===== src/rtl/ltc2344_conv_scheduler.sv =====
// Conversion scheduler for the LTC2344 controller: arbitrates a periodic timer and a
// software request port, drives softspan/extTrig, and publishes tagged channel results.
//
// state | meaning
// IDLE  | waiting for a periodic tick or software request; grants round-robin on a tie
// SETUP | softspan driven, settling for SETTLE_CYCLES cycles
// TRIG  | extTrig high for one cycle
// WAIT  | waiting for dataRdy, bounded by TIMEOUT_CYCLES
// DONE  | resValid high for one cycle
module ltc2344_conv_scheduler #(
   parameter int SETTLE_CYCLES  = 2,
   parameter int TIMEOUT_CYCLES = 1024
) (
   input  logic        serialClock,
   input  logic        reset,
   input  logic        enable,
   input  logic [15:0] period,
   input  logic [11:0] softspanPeriodic,
   input  logic        reqValid,
   input  logic [11:0] reqSoftspan,
   output logic        reqReady,
   input  logic        clearFlags,
   output logic        extTrig,
   output logic [11:0] softspan,
   input  logic        dataRdy,
   input  logic [15:0] inData0,
   input  logic [15:0] inData1,
   input  logic [15:0] inData2,
   input  logic [15:0] inData3,
   output logic        resValid,
   output logic [63:0] resData,
   output logic        resSource,
   output logic        overrun,
   output logic        timeoutErr
);

   localparam int TW = $clog2(TIMEOUT_CYCLES);
   localparam logic [TW-1:0] TMO_LAST    = TW'(TIMEOUT_CYCLES - 1);
   localparam logic [3:0]    SETTLE_LOAD = 4'(SETTLE_CYCLES - 1);

   localparam logic [2:0] ST_IDLE  = 3'd0;
   localparam logic [2:0] ST_SETUP = 3'd1;
   localparam logic [2:0] ST_TRIG  = 3'd2;
   localparam logic [2:0] ST_WAIT  = 3'd3;
   localparam logic [2:0] ST_DONE  = 3'd4;

   logic [2:0]    state;
   logic [15:0]   timer;
   logic          timer_run;
   logic          pending;
   logic          last_grant;
   logic [3:0]    settle_cnt;
   logic [TW-1:0] tmo_cnt;
   logic          reset_d;

   logic timer_on;
   logic expiry;
   logic can_grant;
   logic grant_sw;
   logic grant_per;
   logic tmo_hit;

   always_comb begin
      timer_on  = enable && (period != 16'd0);
      expiry    = timer_on && timer_run && (timer == 16'd0);
      // no grants in the reset cycle or the one right after it
      can_grant = (state == ST_IDLE) && !reset && !reset_d;
      grant_sw  = can_grant && reqValid && (!pending || !last_grant);
      grant_per = can_grant && pending && (!reqValid || last_grant);
      tmo_hit   = (state == ST_WAIT) && !dataRdy && (tmo_cnt == TMO_LAST);
      reqReady  = grant_sw;
      extTrig   = (state == ST_TRIG) && !reset;
      resValid  = (state == ST_DONE) && !reset;
   end

   always_ff @(posedge serialClock) begin
      reset_d <= reset;
      if (reset) begin
         state      <= ST_IDLE;
         timer      <= 16'd0;
         timer_run  <= 1'b0;
         pending    <= 1'b0;
         last_grant <= 1'b1;
         settle_cnt <= 4'd0;
         tmo_cnt    <= '0;
         softspan   <= 12'hFFF;
         resData    <= 64'd0;
         resSource  <= 1'b0;
         overrun    <= 1'b0;
         timeoutErr <= 1'b0;
      end else begin
         if (!timer_on) begin
            timer     <= 16'd0;
            timer_run <= 1'b0;
         end else if (!timer_run || timer == 16'd0) begin
            timer     <= period - 16'd1;
            timer_run <= 1'b1;
         end else begin
            timer <= timer - 16'd1;
         end

         // an expiry coinciding with a periodic grant leaves a fresh tick pending
         if (!timer_on)
            pending <= 1'b0;
         else if (expiry)
            pending <= 1'b1;
         else if (grant_per)
            pending <= 1'b0;

         if (expiry && pending)
            overrun <= 1'b1;
         else if (clearFlags)
            overrun <= 1'b0;

         if (tmo_hit)
            timeoutErr <= 1'b1;
         else if (clearFlags)
            timeoutErr <= 1'b0;

         case (state)
            ST_IDLE: begin
               if (grant_sw || grant_per) begin
                  softspan   <= grant_sw ? reqSoftspan : softspanPeriodic;
                  resSource  <= grant_sw;
                  last_grant <= grant_sw;
                  settle_cnt <= SETTLE_LOAD;
                  state      <= ST_SETUP;
               end
            end
            ST_SETUP: begin
               if (settle_cnt == 4'd0)
                  state <= ST_TRIG;
               else
                  settle_cnt <= settle_cnt - 4'd1;
            end
            ST_TRIG: begin
               tmo_cnt <= '0;
               state   <= ST_WAIT;
            end
            ST_WAIT: begin
               if (dataRdy) begin
                  resData <= {inData3, inData2, inData1, inData0};
                  state   <= ST_DONE;
               end else if (tmo_cnt == TMO_LAST) begin
                  state <= ST_IDLE;
               end else begin
                  tmo_cnt <= tmo_cnt + 1'b1;
               end
            end
            ST_DONE: state <= ST_IDLE;
            default: state <= ST_IDLE;
         endcase
      end
   end

endmodule


===== config.mk =====
export PLATFORM = sky130hd
export DESIGN_NAME = ltc2344_conv_scheduler
export DESIGN_NICKNAME = d
export VERILOG_FILES = /design/src/rtl/ltc2344_conv_scheduler.sv
export SDC_FILE = /design/constraint.sdc
export NUM_CORES = 1
export LEC_CHECK = 0
export CAP_MARGIN = 15
export CORE_ASPECT_RATIO = 0.6
export CORE_MARGIN = 4
export CORE_UTILIZATION = 45
export CTS_BUF_LIST = sky130_fd_sc_hd__clkbuf_4
export DETAILED_ROUTE_END_ITERATION = 10
export PLACE_DENSITY = 0.82
export SYNTH_ARGS = -nofsm -noshare
export SYNTH_HDL_FRONTEND = slang
export SYNTH_SLANG_ARGS = --single-unit

===== constraint.sdc =====
create_clock -name serialClock -period 4.85 [get_ports serialClock]
set_clock_uncertainty 0.1 [all_clocks]
set_input_delay 1.2125 -clock serialClock [delete_from_list [all_inputs] [get_ports serialClock]]
set_output_delay 1.2125 -clock serialClock [all_outputs]
set_load 0.05 [all_outputs]

# Yosys cells after proc, flatten, opt, wreduce, memory -nomap -nowiden
# Cells that the tools add are included.
op_classes:
  n_reduce_logical: 40
  addsub: 4
  eq_ne: 11
  muxes: 18
  bitwise: 1
op_table:
  columns: ["operator", "count"]
  rows:
  - ["$sub A16 B1 Y16 const B", 2]
  - ["$mux W10", 2]
  - ["$pmux W10 S2", 1]
  - ["$logic_not A16 Y1", 1]
  - ["$mux W16", 1]
  - ["$reduce_bool A16 Y1", 1]
  - ["$logic_and A1 B1 Y1", 14]
  - ["$mux W12", 1]
  - ["$mux W3", 4]
  - ["$pmux W3 S4", 1]
  - ["$add A10 B1 Y10 const B", 1]
  - ["$eq A10 B10 Y1 const B", 1]
  - ["$reduce_bool A2 Y1", 5]
  - ["$reduce_and A3 Y1", 3]
  - ["$mux W4", 2]
  - ["$ne A2 B2 Y1 const B", 4]
  - ["$pmux W4 S2", 1]
  - ["$logic_not A1 Y1", 7]
  - ["$eq A3 B2 Y1 const B", 2]
  - ["$mux W1", 5]
  - ["$logic_not A4 Y1", 1]
  - ["$logic_or A1 B1 Y1", 4]
  - ["$reduce_and A2 Y1", 2]
  - ["$sub A4 B1 Y4 const B", 1]
  - ["7 further kinds", 7]
word_totals:
  input_bits: 110
  reg_bits: 116
  out_inout_bits: 82

# Logic depth before layout (Yosys ltp)
# Gate-level depths: netlist of run 1.
logic_depth:
  word_depth: 8
  ltp_mapped: 11
  depth_no_buf: 10

# Least setup slack after synthesis of run 1
# Ideal clock, no wire load.
synth_timing:
  path_kind: "input to output"
  startpoint: "input reset"
  endpoint: "output extTrig"
  setup_slack_ps: 504
  required_time_ps: 3538
  n_path_buf: 1
  cell_stages: 2
  arrival_time_ps: 3033
  cell_sequence: "clkbuf_1 -> nor4b_1"
synth_via:
  elab_chain_len: 2
synth_lines:
  columns: ["item", "line_no", "source"]
  rows:
  - ["start, declared", "15", "input logic reset,"]
  - ["$logic_not A1 Y1", "72", "extTrig = (state == ST_TRIG) && !reset;"]
  - ["$logic_and A1 B1 Y1", "72", null]
  - ["end, declared", "23", "output logic extTrig,"]
# No other way between the ends.

# Worst setup path after layout of run 1
layout_timing:
  startpoint: "input reset"
  endpoint: "output reqReady"
layout_via:
  elab_chain_len: 5
layout_lines:
  columns: ["item", "line_no", "source"]
  rows:
  - ["$logic_not A1 Y1", "67", "can_grant = (state == ST_IDLE) && !reset && !reset_d;"]
  - ["$logic_and A1 B1 Y1 (2 in series)", "67", null]
  - ["$logic_and A1 B1 Y1 (2 in series)", "68", "grant_sw = can_grant && reqValid && (!pending || !last_grant);"]
  - ["end, declared", "21", "output logic reqReady,"]
# No other way between the ends.

==> key figures, run 1 <==
Placement
  – Post-detail-place hpwl: 10600 microns
  – Gpl congestion: between 0.9 and 1
  – Dpl ws: 959 ps
  – Number of port buffers: 191

Timing
  – Fmax achieved: between 200 and 300 MHz
  – Final WS setup: 961 ps
  – Final period util: 80.2%
  – Final Hold Fails: 0
  – Max-slew violations: 0
  – Setup TNS: 0 ps
  – Fin crit period: ~3900 ps
  – Worst-Margin Slew: 1140 ps
  – Setup violation total in the final timing report: 0
  – Slew margin rel.: between 20% and 30%
  – RSZ-0062 raised after global routing: no

Power
  – Seq pwr share: 48.6%
  – Leak: roughly 0.0026 uW
  – Net Sw Frac: 29.3%
  – Clock network fraction of total power: 32.6%
  – Internal power: 1480 uW
  – Pwr/cell area: 289 nW/um^2
  – NetSw: 613 uW
  – Comb pwr share: a little under a fifth
  – Power Total: 2090 uW
  – Max rail drop VDD: 222 uV

Cells and area
  – FILL cells: approximately 840
  – Share of cells above drive strength 1: 6.78%
  – Layout area overhead: 46.4%
  – Nets@finish: 896

Clock network
  – CTS tree: built
  – CTS max path bufs: 2
  – Resized cells post-CTS: 0
  – H-tree depth: 4
  – CTS Buf Count: 17
  – # clock sinks: between 100 and 150
  – Reg clk slew, reported paths: 100 ps
  – Setup Fix Bufs, Post-CTS: 0
  – Post-CTS Hold Fix Bufs: 0
  – Root Driver: clkbuf_4
  – Latest clock arrival within the worst-skew pair: 500 ps

Setup path
  – Critical R2R Capture: timer[14]$_SDFF_PP0_
  – Critical path class: in2out
  – Crit. End Element: primary output
  – Crit Path Max Fanout: 14
  – Req. time, crit path: 3540 ps
  – R2r worst-path depth: 10
  – Element type at the critical path start: input pin
  – Register-to-register setup slack: 1050 ps
  – Critical Path Start: reset
  – FF-to-FF Start: timer[10]$_SDFF_PP0_
  – Critical path arrival: 2580 ps

Drt
  – Final ANT Viol Nets: 0
  – Initial DRC Count: 328
  – Routed WL: 14400 microns
  – Via count: 4957
  – Routed vias/inst: 5.30
  – DRC viols: 0
  – DRT Pass-1 Iters: 8
  – Wire length per cell: 15.3 microns

Die
  – Initial Utilization: a little under half
  – DIE AREA: around 13000 sq um
  – Number of cell rows: 29
  – Core footprint: approximately 11000 sq um
  – Die Span Y: 89.1 microns
  – I/O Pins: 192
  – Die X-Extent: around 140 microns

Synthesis
  – Most frequent cell after synthesis: nand2_1
  – Synth top area share: 47.1%
  – Synth cell types: 48
  – Register area share after synthesis: a little under half
  – Netlist Area Pre-Place: 4930 sq um
  – Synth Area in Simple Gates: 24.0%
  – Gate Count Post-Synth: 600
  – Post-synthesis net count: 713
  – Seq cells post-synth: about 120
  – Synth async-reset ratio: 0%
  – Synth Area in Adders: less than 1%
  – Most instantiated cells after synthesis: 145 x nand2_1, 116 x dfxtp_1, 77 x a21oi_1
  – Post-synthesis mux area share: 5.73%
  – Main combinational cell family by area after synthesis: simple AND/OR/NAND/NOR gates
  – Mean Syn Cell Area: 8.22 sq um
  – Yosys warnings: 0
  – Post-synthesis compound-gate area fraction: 15.6%
  – Number of synthesized flops with an enable pin: 0
  – Synth area leaders: dfxtp_1 47%, nand2_1 11%, a21oi_1 7.8%
  – Post-synth top area cell: dfxtp_1
  – Post-synth top flop: dfxtp_1
  – XOR/XNOR Fraction of Synth Area: 3.02%

Global routing
  – First-pass GRT wire length: roughly 23000 microns
  – Largest net degree at the start of global routing: 65
  – Total congestion overflow: 0
  – Overall global routing resource usage: between 20% and 30%
  – Antenna violations before repair: 0
  – Vias in the first global route: 4661

Min path
  – Min-delay worst type: reg2reg
  – Hold wc startpoint: resData[23]$_SDFFE_PP0P_
  – Min-Delay Path Depth: 2
  – Hold endpoint: resData[23]$_SDFFE_PP0P_

Flow run
  – Max cap viols: 0

Run status
  – Outcome: complete, no violations
==> routing by layer <==
| metal | wire length, microns | share of wire [%] | GRT usage, % |
|---|---|---|---|
| met3 | 1100 | 7.7 | 6.52 |
| met1 | 6200 | 43 | 27.9 |
| met2 | 6800 | 47 | 35.8 |
| met4 | 254 | 1.8 | 8.02 |
| met5 | 0 | 0 | 0 |
==> layout by cell type (no fill, tap or decap), drive strengths merged, types with 3 or more instances in the layout <==
cell             n
a211o           14
a211oi           7
a21oi           77
and3             5
buf              9
clkbuf          18
clkdlybuf4s50  189
clkinv           8
clkinvlp         4
dfxtp          116
ha               3
inv             11
mux2i           26
nand2          145
nand3           10
nand4            7
nor2            43
nor3            17
nor4            10
o21a             3
o21ai           10
o31ai            3
or2              5
or3              6
or4              6
xnor2           11
xor2             6
==> flip-flops by register name, indices dropped and copies added, names as in the netlist <==
| register | cells |
|---|---|
| resData | 64 |
| state | 3 |
| overrun | 1 |
| pending | 1 |
| last_grant | 1 |
| timer_run | 1 |
| resSource | 1 |
| timeoutErr | 1 |
| timer | 16 |
| tmo_cnt | 10 |
| reset_d | 1 |
| settle_cnt | 4 |
| softspan | 12 |
==> worst max-delay path by stage <==
stage	end	slack [ps]	depth (start not counted)
4_1_cts	reqReady	960	7
2_1_floorplan	extTrig	500	2
3_3_place_gp	reqReady	970	7
5_1_grt	timer[14]$_SDFF_PP0_	700	10
6_report	reqReady	960	7
3_5_place_dp	reqReady	960	7
==> critical path, stage by stage <==
cell and delay (ps):
buf_2 120, or4_1 390, nor2_1 230, nand3_1 120, buf_4 220, inv_1 130
buf_12 150
==> power groups by stage <==
stage	Clock, uW	Sequential [uW]	Combinational [uW]
6_report	681	1020	393
5_1_grt	739	1020	423
4_1_cts	704	1010	393
3_5_place_dp	0	1040	391
3_3_place_gp	0	1030	382
2_1_floorplan	0	1080	178
==> metrics by stage <==
| stage | instances | hold WS, ps | util [%] | cell area [sq um] |
|---|---|---|---|---|
| 2_1_floorplan | 600 | 354 | - | 4930 |
| 4_1_cts | 935 | 362 | 67.9 | 7220 |
| 3_5_place_dp | 903 | 347 | 65.3 | 6940 |
| 6_report | 936 | 361 | 67.9 | 7220 |
| 3_3_place_gp | 903 | 342 | 65.3 | 6940 |
| 5_1_grt | 935 | 377 | 67.9 | 7220 |
==> cell type report <==
class / count / area, sq um / area share (%)
multi-input cells: 439 / 2430 / 33.7
flip-flops and latches: 116 / 2320 / 32.2
repair buffers: 198 / 1970 / 27.3
well taps: 139 / 174 / 2.41
clock inverters: 14 / 139 / 1.92
clock buffers: 18 / 135 / 1.87
inverters: 11 / 41.3 / 0.572
diodes: 1 / 2.50 / 0.0347
==> logic make-up (layout without fill, tap and decap cells) <==
| group | count (synthesis) | in the layout |
|---|---|---|
| AND/OR/NAND/NOR | 265 | 265 |
| AO/OA/AOI/OAI | 126 | 126 |
| flip-flops | 116 | 116 |
| buffers and inverters | 45 | 241 |
| multiplexers | 28 | 28 |
| XOR/XNOR | 17 | 17 |
| adder cells (fa/ha/maj) | 3 | 3 |
| other | 0 | 1 |
No activity file was read; power rests on OpenSTA's default activity.
==> run 2, diff against run 1 <==
==> constraint.sdc (replaced) <==
create_clock -name serialClock -period 3.8 [get_ports serialClock]
set_clock_uncertainty 0.1 [all_clocks]
set_input_delay 0.95 -clock serialClock [delete_from_list [all_inputs] [get_ports serialClock]]
set_output_delay 0.95 -clock serialClock [all_outputs]
set_load 0.05 [all_outputs]
==> key figures, run 2 (same netlist as run 1, synthesis figures left out) <==
Setup path
  – Crit. End Element: flop
  – R2r worst-path depth: 11 (+1)
  – Critical path class: reg2reg
  – Critical Path Start: timer[10]$_SDFF_PP0_
  – Slowest-stage cell, CP: or4_4
  – Critical path arrival: 3950 ps (+1370 ps)
  – Crit-path most repeated cell: or4_4
  – Req. time, crit path: 4110 ps (+570 ps)
  – Crit path largest cell delay: 570 ps (+180 ps)
  – Cells along the critical path: or4_4, or4_4, o21ai_4, mux2i_1, ha_1, buf_4, nand3_1, nor4_1, a21oi_1, o21a_1, nor3_1
  – Element type at the critical path start: flop
  – Crit Path Max Fanout: 5 (-9)
  – Critical R2R Capture: timer[14]$_SDFF_PP0_
  – Register-to-register setup slack: 160 ps (-890 ps)
  – FF-to-FF Start: timer[10]$_SDFF_PP0_

Die
  – I/O Pins: 192 (unchanged)
  – Initial Utilization: 46.4% (unchanged)
  – Number of cell rows: 29 (unchanged)
  – Die X-Extent: 143 microns (unchanged)
  – Core footprint: 10600 sq um (unchanged)
  – DIE AREA: 12800 sq um (unchanged)
  – Die Span Y: 89.1 microns (unchanged)

Cells and area
  – Top flop regs: resData x64, timer x16, softspan x12
  – Most common cell after layout, fill and taps aside: clkdlybuf4s50_1
  – Final cell count without fillers: 937 (+0.11%)
  – Share of cells above drive strength 1: 7.39% (+0.61 points)
  – Max reg flops: 64 (unchanged)
  – Layout area overhead: 47.9%
  – Most flop-heavy register: resData
  – Nets@finish: 898 (+0.22%)
  – N_diodes: 0 (-1)
  – Fin util: 68.6% (+0.71 points)
  – Commonest cells after routing, fill and taps aside: 187 x clkdlybuf4s50_1, 145 x nand2_1, 116 x dfxtp_1, 77 x a21oi_1, 43 x nor2_1

Drt
  – Via count: 4937 (-0.40%)
  – Initial DRC Count: 429 (+31%)
  – Routed WL: 14600 microns (+1.9%)
  – Wire length per cell: 15.6 microns (+1.8%)
  – Final ANT Viol Nets: 0 (unchanged)
  – DRT Pass-1 Iters: 5 (-3)
  – Routed vias/inst: 5.27 (-0.51%)
  – DRC viols: 0 (unchanged)

Global routing
  – First-pass GRT wire length: 22500 microns (about the same)
  – Busiest metal layer after global routing: met2
  – Antenna violations before repair: 0 (unchanged)
  – Vias in the first global route: 4727 (+1.4%)
  – Met3 Usage GRT: 7.38% (+0.86 points)
  – Total congestion overflow: 0 (unchanged)
  – GR met2 Demand/Resource: 35.1% (-0.68 points)
  – Overall global routing resource usage: 22.0% (+0.074 points)
  – Largest net degree at the start of global routing: 90 (+38%)
  – GR Layer Usage met1: 28.5% (+0.59 points)

Power
  – Leak: 0.00267 uW (+2.0%)
  – Pwr/cell area: 388 nW/um^2 (+34%)
  – Power Total: 2830 uW (+35%)
  – Max rail drop VDD: 247 uV (+11%)

Flow run
  – Max cap viols: 0 (unchanged)

Timing
  – Fin crit period: 3640 ps
  – Fin Hold WS: 359 ps (-2.20 ps)
  – Setup violation total in the final timing report: 0 (unchanged)
  – Max-slew violations: 0 (unchanged)
  – Worst-Margin Slew: 1020 ps (-118 ps)
  – Final Hold Fails: 0 (unchanged)
  – Fmax achieved: 275 MHz
  – Final period util: 95.7%
  – Setup TNS: 0 ps (unchanged)
  – RSZ-0062 raised after global routing: no
  – Slew margin rel.: 32.0% (+7.9 points)

Min path
  – Hold wc startpoint: resData[27]$_SDFFE_PP0P_
  – Hold endpoint: resData[27]$_SDFFE_PP0P_
  – Min-delay worst type: reg2reg
  – Min-Delay Path Depth: 2 (unchanged)

Clock network
  – H-tree depth: 4 (unchanged)
  – CTS Buf Count: 17 (unchanged)
  – CTS max path bufs: 2 (unchanged)
  – CTS tree: built
  – Post-CTS Hold Fix Bufs: 0 (unchanged)
  – Root Driver: clkbuf_4
  – # clock sinks: 116 (unchanged)
  – Latest clock arrival within the worst-skew pair: 500 ps (about the same)
  – Setup Fix Bufs, Post-CTS: 0 (unchanged)
  – Resized cells post-CTS: 0 (unchanged)
  – Reg clk slew, reported paths: 100 ps (about the same)

Placement
  – Gpl congestion: 0.944 (about the same)
  – Placed Cells incl. Taps: 904 (+0.11%)
  – Number of port buffers: 191 (unchanged)
  – Post-detail-place hpwl: 10700 microns (+1.0%)

Run status
  – Outcome: complete, no violations
==> run 2: metal layers <==
metal  vias up  part of all wire [%]
met5         -                     0
met4         0                   1.9
met1      2288                    44
met2       171                    47
li1       2454                     -
met3        24                   6.6
==> run 2: power breakdown <==
group,internal (uW),switching (uW),leakage [uW]
clock,528,499,0.000174
sequential,1260,37.0,0.000940
combinational,237,272,0.00155
total,2020,809,0.00267
==> run 2: how the worst max path moves through the flow <==
stage                      endpoint  slack (ps)  cells past startpoint
5_1_grt        timer[14]$_SDFF_PP0_          40                     10
4_1_cts        timer[14]$_SDFF_PP0_         140                     10
2_1_floorplan               extTrig         -20                      2
6_report       timer[14]$_SDFF_PP0_         160                     11
3_5_place_dp   timer[14]$_SDFF_PP0_         270                     10
3_3_place_gp   timer[14]$_SDFF_PP0_         360                     10
==> run 2: critical path, delay by kind of cell, from the launching register on <==
family	cells	cell delay, ps
simple gates	5	1770
compound gates	3	670
flops	1	370
mux	1	250
fa+ha+maj	1	240
buf+inv	1	160
==> run 2: stage by stage <==
stage	setup slack (ps)	area (sq um)
global route	38.8	7290
CTS	142	7290
detailed placement	272	6960
floorplan	-20.6	4930
global placement	358	6960
finish	164	7290
==> run 2: final cells by class <==
class,instances,area (sq um)
clock buffers,17,128
multi-input cells,439,2440
fillers,836,3340
clock inverters,15,203
well taps,139,174
inverters,11,41.3
repair buffers,200,1990
flip-flops and latches,116,2320
==> edit 1, RTL diff (settings of run 1) <==
Register the inputs `period` and `softspanPeriodic` before use. The logic sees them one clock later. The other inputs are not delayed to match.
--- a/src/rtl/ltc2344_conv_scheduler.sv
+++ b/src/rtl/ltc2344_conv_scheduler.sv
@@ -44,6 +44,14 @@
    localparam logic [2:0] ST_WAIT  = 3'd3;
    localparam logic [2:0] ST_DONE  = 3'd4;
 
+   logic [15:0] period_q;
+   logic [11:0] softspanPeriodic_q;
+
+   always_ff @(posedge serialClock) begin
+      period_q           <= period;
+      softspanPeriodic_q <= softspanPeriodic;
+   end
+
    logic [2:0]    state;
    logic [15:0]   timer;
    logic          timer_run;
@@ -61,7 +69,7 @@
    logic tmo_hit;
 
    always_comb begin
-      timer_on  = enable && (period != 16'd0);
+      timer_on  = enable && (period_q != 16'd0);
       expiry    = timer_on && timer_run && (timer == 16'd0);
       // no grants in the reset cycle or the one right after it
       can_grant = (state == ST_IDLE) && !reset && !reset_d;
@@ -93,7 +101,7 @@
             timer     <= 16'd0;
             timer_run <= 1'b0;
          end else if (!timer_run || timer == 16'd0) begin
-            timer     <= period - 16'd1;
+            timer     <= period_q - 16'd1;
             timer_run <= 1'b1;
          end else begin
             timer <= timer - 16'd1;
@@ -120,7 +128,7 @@
          case (state)
             ST_IDLE: begin
                if (grant_sw || grant_per) begin
-                  softspan   <= grant_sw ? reqSoftspan : softspanPeriodic;
+                  softspan   <= grant_sw ? reqSoftspan : softspanPeriodic_q;
                   resSource  <= grant_sw;
                   last_grant <= grant_sw;
                   settle_cnt <= SETTLE_LOAD;
Function: changed (a bounded check fails within 4 cycles, from zero or initial values and one cycle with reset high).
==> edit 1 against run 1 <==
Sequential cell count rose by 28; sequential power rose by 25%; design area rose by 7.9%; power rose by 19%; synthesized area rose by 10%; die area rose by 9.3%; routed wire length rose by 7.6%; final cell count rose by 6.0%; worst setup slack got worse by 0.078 ns.
==> edit 1: results (changes against run 1) <==
[timing]
worst_hold_slack_ns = 0.347  ; -0.0137 ns
worstMarginPinSlew_ns = 0.908  ; -0.230 ns

[power_and_ir_drop]
leakage_nw = 2.72  ; +3.9%
peakVddDrop_mv = 0.201  ; -9.2%

[worst_hold_path]
hp-start = resSource
holdPathEnd = resSource

[run_status]
status = completed

[routing]
wl_met2_um = 7510  ; +10%
wl_um = 15500  ; +7.6%
route.met3.wl_um = 1190  ; +7.7%
drt_pre_antenna_iters = 5  ; -3
wirelength_met1_um = 6470  ; +4.5%
drt_iter0_markers = 276  ; -16%
highest_layer = met4
drt-vias-per-instance = 5.19  ; -2.0%

[critical_path]
reg2reg_slack_ns = 1.07  ; +0.02 ns
r2r_cells = 11  ; +1
timing.rr.start = timer[12]
r2r_end = timer[12]
path_delay_family = buffers and inverters
worstPathArrival_ns = 2.65  ; +0.07 ns
critPathSlowestCell = or4_1
cp_slowest_stage_delay_ns = 0.46  ; +0.07 ns

[synthesis]
ys_top_cells_by_area = dfxtp_1 (53%), nand2_1 (12%), a21oi_1 (6.8%)
synthTopCellsByCount = nand2_1 (170), dfxtp_1 (144), a21oi_1 (74), nor2_1 (39)
syn_nets = 753  ; +5.6%
synth.distinct_cells = 54  ; +13%
avgSynthCellArea_um2 = 8.48  ; +3.2%
synth_seq_area_share = 0.531  ; +0.0602
synth_top_flop_cell = dfxtp_1

[global_routing]
grt_pass1_vias = 4897  ; +5.1%
grt_pass1_wl_um = 24400  ; +8.3%
grt_usage = 0.218  ; -0.000890
antenna_found_initial = 0  ; unchanged
grt_max_degree = 90  ; +38%

[cts]
root_buffer = clkbuf_4
clkSlewWorstSetupHoldPaths_ns = 0.13  ; +0.03 ns
cts_setup_buffers = 0  ; unchanged
clock_latency_ns = 0.54  ; +0.04 ns
clock_path_buffers = 2  ; unchanged

[final_layout]
fin_nets = 933  ; +4.1%
final_cells = 992  ; +6.0%
reg.largest.list = resData (64), period_q (16), timer (16)
antenna-diode-count = 0  ; -1
drive_above_1_share = 0.0685  ; +0.000670

[placement]
place_congestion = 1.00  ; +6.1%
placed_area_mm2 = 0.00744  ; +7.2%
pre_cts_ws_ns = 0.902  ; -0.0569 ns
dpl.cell_count = 959  ; +6.2%
place_hpwl_um = 11200  ; +5.2%

-- edit 1: cell count changes in the layout (fill, tap and decap cells not counted), sizes merged, moves of 6 or more --
cell    before  now
a211o       14    0
mux2i       26    5
nand2      145  170
dfxtp      116  144
clkinv       8    2
a31oi        2   14
nor3        17   29
-- edit 1: layer usage --
metal  vias up  global-route usage
met3        23              0.0804
met2       181               0.354
li1       2537                   -
met5         -                   0
met4         0              0.0578
met1      2406               0.276
-- edit 1: worst max path at each step --
stage | depth (start not counted) | slack, ns | endpoint
floorplan | 3 | 0.31 | extTrig
CTS | 7 | 0.90 | reqReady
detailed placement | 7 | 0.90 | reqReady
global route | 7 | 0.81 | reqReady
global placement | 7 | 0.94 | reqReady
finish | 7 | 0.88 | reqReady
-- edit 1: kinds of logic (layout without fill, tap and decap cells) --
group | count (synthesis) | count (layout) | synth area share
AOI/OAI and AO/OA | 126 | 126 | 0.137
xor gates and xnor gates | 23 | 23 | 0.0371
adders and majority gates | 3 | 3 | 0.00692
buffers and inverters | 47 | 239 | 0.0341
DFF | 144 | 144 | 0.531
muxes | 7 | 7 | 0.0134
and+or+nand+nor | 290 | 290 | 0.240
-- edit 1: worst register-to-register path: cells and delay by family, from the launching register on --
family	cells	cell delay (ns)
AO/OA/AOI/OAI	2	0.68
adder cells (fa/ha/maj)	1	0.31
flip-flops	1	0.36
multiplexers	1	0.28
AND/OR/NAND/NOR	7	1.95
-- edit 1: layout make-up --
| type | count | area, µm² |
|---|---|---|
| Sequential cell | 144 | 2880 |
| Fill cell | 917 | 3740 |
| Inverter | 10 | 37.5 |
| Timing Repair Buffer | 198 | 1990 |
| Tap cell | 160 | 200 |
| Multi-Input combinational cell | 449 | 2360 |
| Clock inverter | 14 | 180 |
| Clock buffer | 17 | 128 |
-- edit 1: power breakdown --
group	total, mW	switching, mW	internal [mW]
logic	0.395	0.216	0.178
registers	1.27	0.0410	1.23
clock network	0.825	0.460	0.365
total	2.49	0.717	1.77
==> edit 2, RTL diff (settings of run 1) <==
Made on the original files. `TIMEOUT_CYCLES`: 1024 -> 4096.
--- a/src/rtl/ltc2344_conv_scheduler.sv
+++ b/src/rtl/ltc2344_conv_scheduler.sv
@@ -9,7 +9,7 @@
 // DONE  | resValid high for one cycle
 module ltc2344_conv_scheduler #(
    parameter int SETTLE_CYCLES  = 2,
-   parameter int TIMEOUT_CYCLES = 1024
+   parameter int TIMEOUT_CYCLES = 4096
 ) (
    input  logic        serialClock,
    input  logic        reset,
Check against the original RTL: same outputs for any inputs over 10 cycles, from zero or initial values and one cycle with reset high; that may be too few to reach the edited logic, so the function may still have changed.
==> edit 2 against run 1 <==
Routed wire length up 3.8%; highest routed layer unchanged; final cell count increased by 1.3%; synthesized cell count rose by 2.0%; synthesized area grew 3.2%; power grew 4.6%; sequential cell count rose by 2; worst setup slack gained 0.033 ns; combinational power increased by 12%; design area rose by 2.3%.
==> edit 2: results (changes against run 1) <==
[final_layout]
fin_nets = 908  ; +1.3%
reg.largest.list = resData (64), timer (16)
drive_above_1_share = 0.0755  ; +0.00766

[synthesis]
ys_top_cells_by_area = dfxtp_1 (46%), nand2_1 (12%), a21oi_1 (7.3%)
synth-xor-area-share = 0.0379  ; +0.00768
syn_nets = 725  ; +1.7%
synthMuxAreaShare = 0.0605  ; +0.00316
syn_inst = 612  ; +2.0%

[cts]
clkSlewWorstSetupHoldPaths_ns = 0.12  ; +0.02 ns

[critical_path]
path_delay_family = buffers and inverters
cp_slowest_stage_delay_ns = 0.86  ; +0.47 ns
timing.rr.start = timer[6]
worstPathArrival_ns = 2.54  ; -0.04 ns
crit_fanout = 16  ; +2

[global_routing]
antenna_found_initial = 1  ; +1
met3_usage = 0.0747  ; +0.00952
use_met2 = 0.365  ; +0.00691
grt_usage = 0.219  ; about the same
grt_pass1_vias = 4792  ; +2.8%

[placement]
place_hpwl_um = 11100  ; +4.0%

[power_and_ir_drop]
peakVddDrop_mv = 0.187  ; -16%

[routing]
drt_pre_antenna_iters = 5  ; -3
drt-vias-per-instance = 5.24  ; -1.0%

[run_status]
status = completed

[worst_hold_path]
hp-start = resData[13]

edit 2: path summary, 6_finish.rpt:
path | end | slack (ns) | cells past startpoint
worst max-delay path | resValid | 0.99 | 3
worst min-delay path | resData[13] | 0.36 | 2
worst min register to register | resData[13] | 0.36 | 2
worst max register to register | timer[10] | 1.54 | 11
edit 2: layout make-up:
cell class | count | area [µm²]
sequential | 118 | 2360
multi-input combinational | 450 | 2530
inverter | 11 | 41.3
clock buffer | 17 | 128
timing repair buffer | 197 | 1990
clock inverter | 15 | 158
antenna | 1 | 2.50
fill | 859 | 3430
tap | 139 | 174
edit 2: power groups by stage:
| stage | Sequential (mW) | Clock (mW) | Combinational (mW) |
|---|---|---|---|
| after floorplan | 1.12 | 0 | 0.197 |
| after global placement | 1.06 | 0 | 0.424 |
| after detailed placement | 1.06 | 0 | 0.433 |
| after CTS | 1.04 | 0.725 | 0.434 |
| after global routing | 1.04 | 0.774 | 0.473 |
| final | 1.04 | 0.706 | 0.439 |
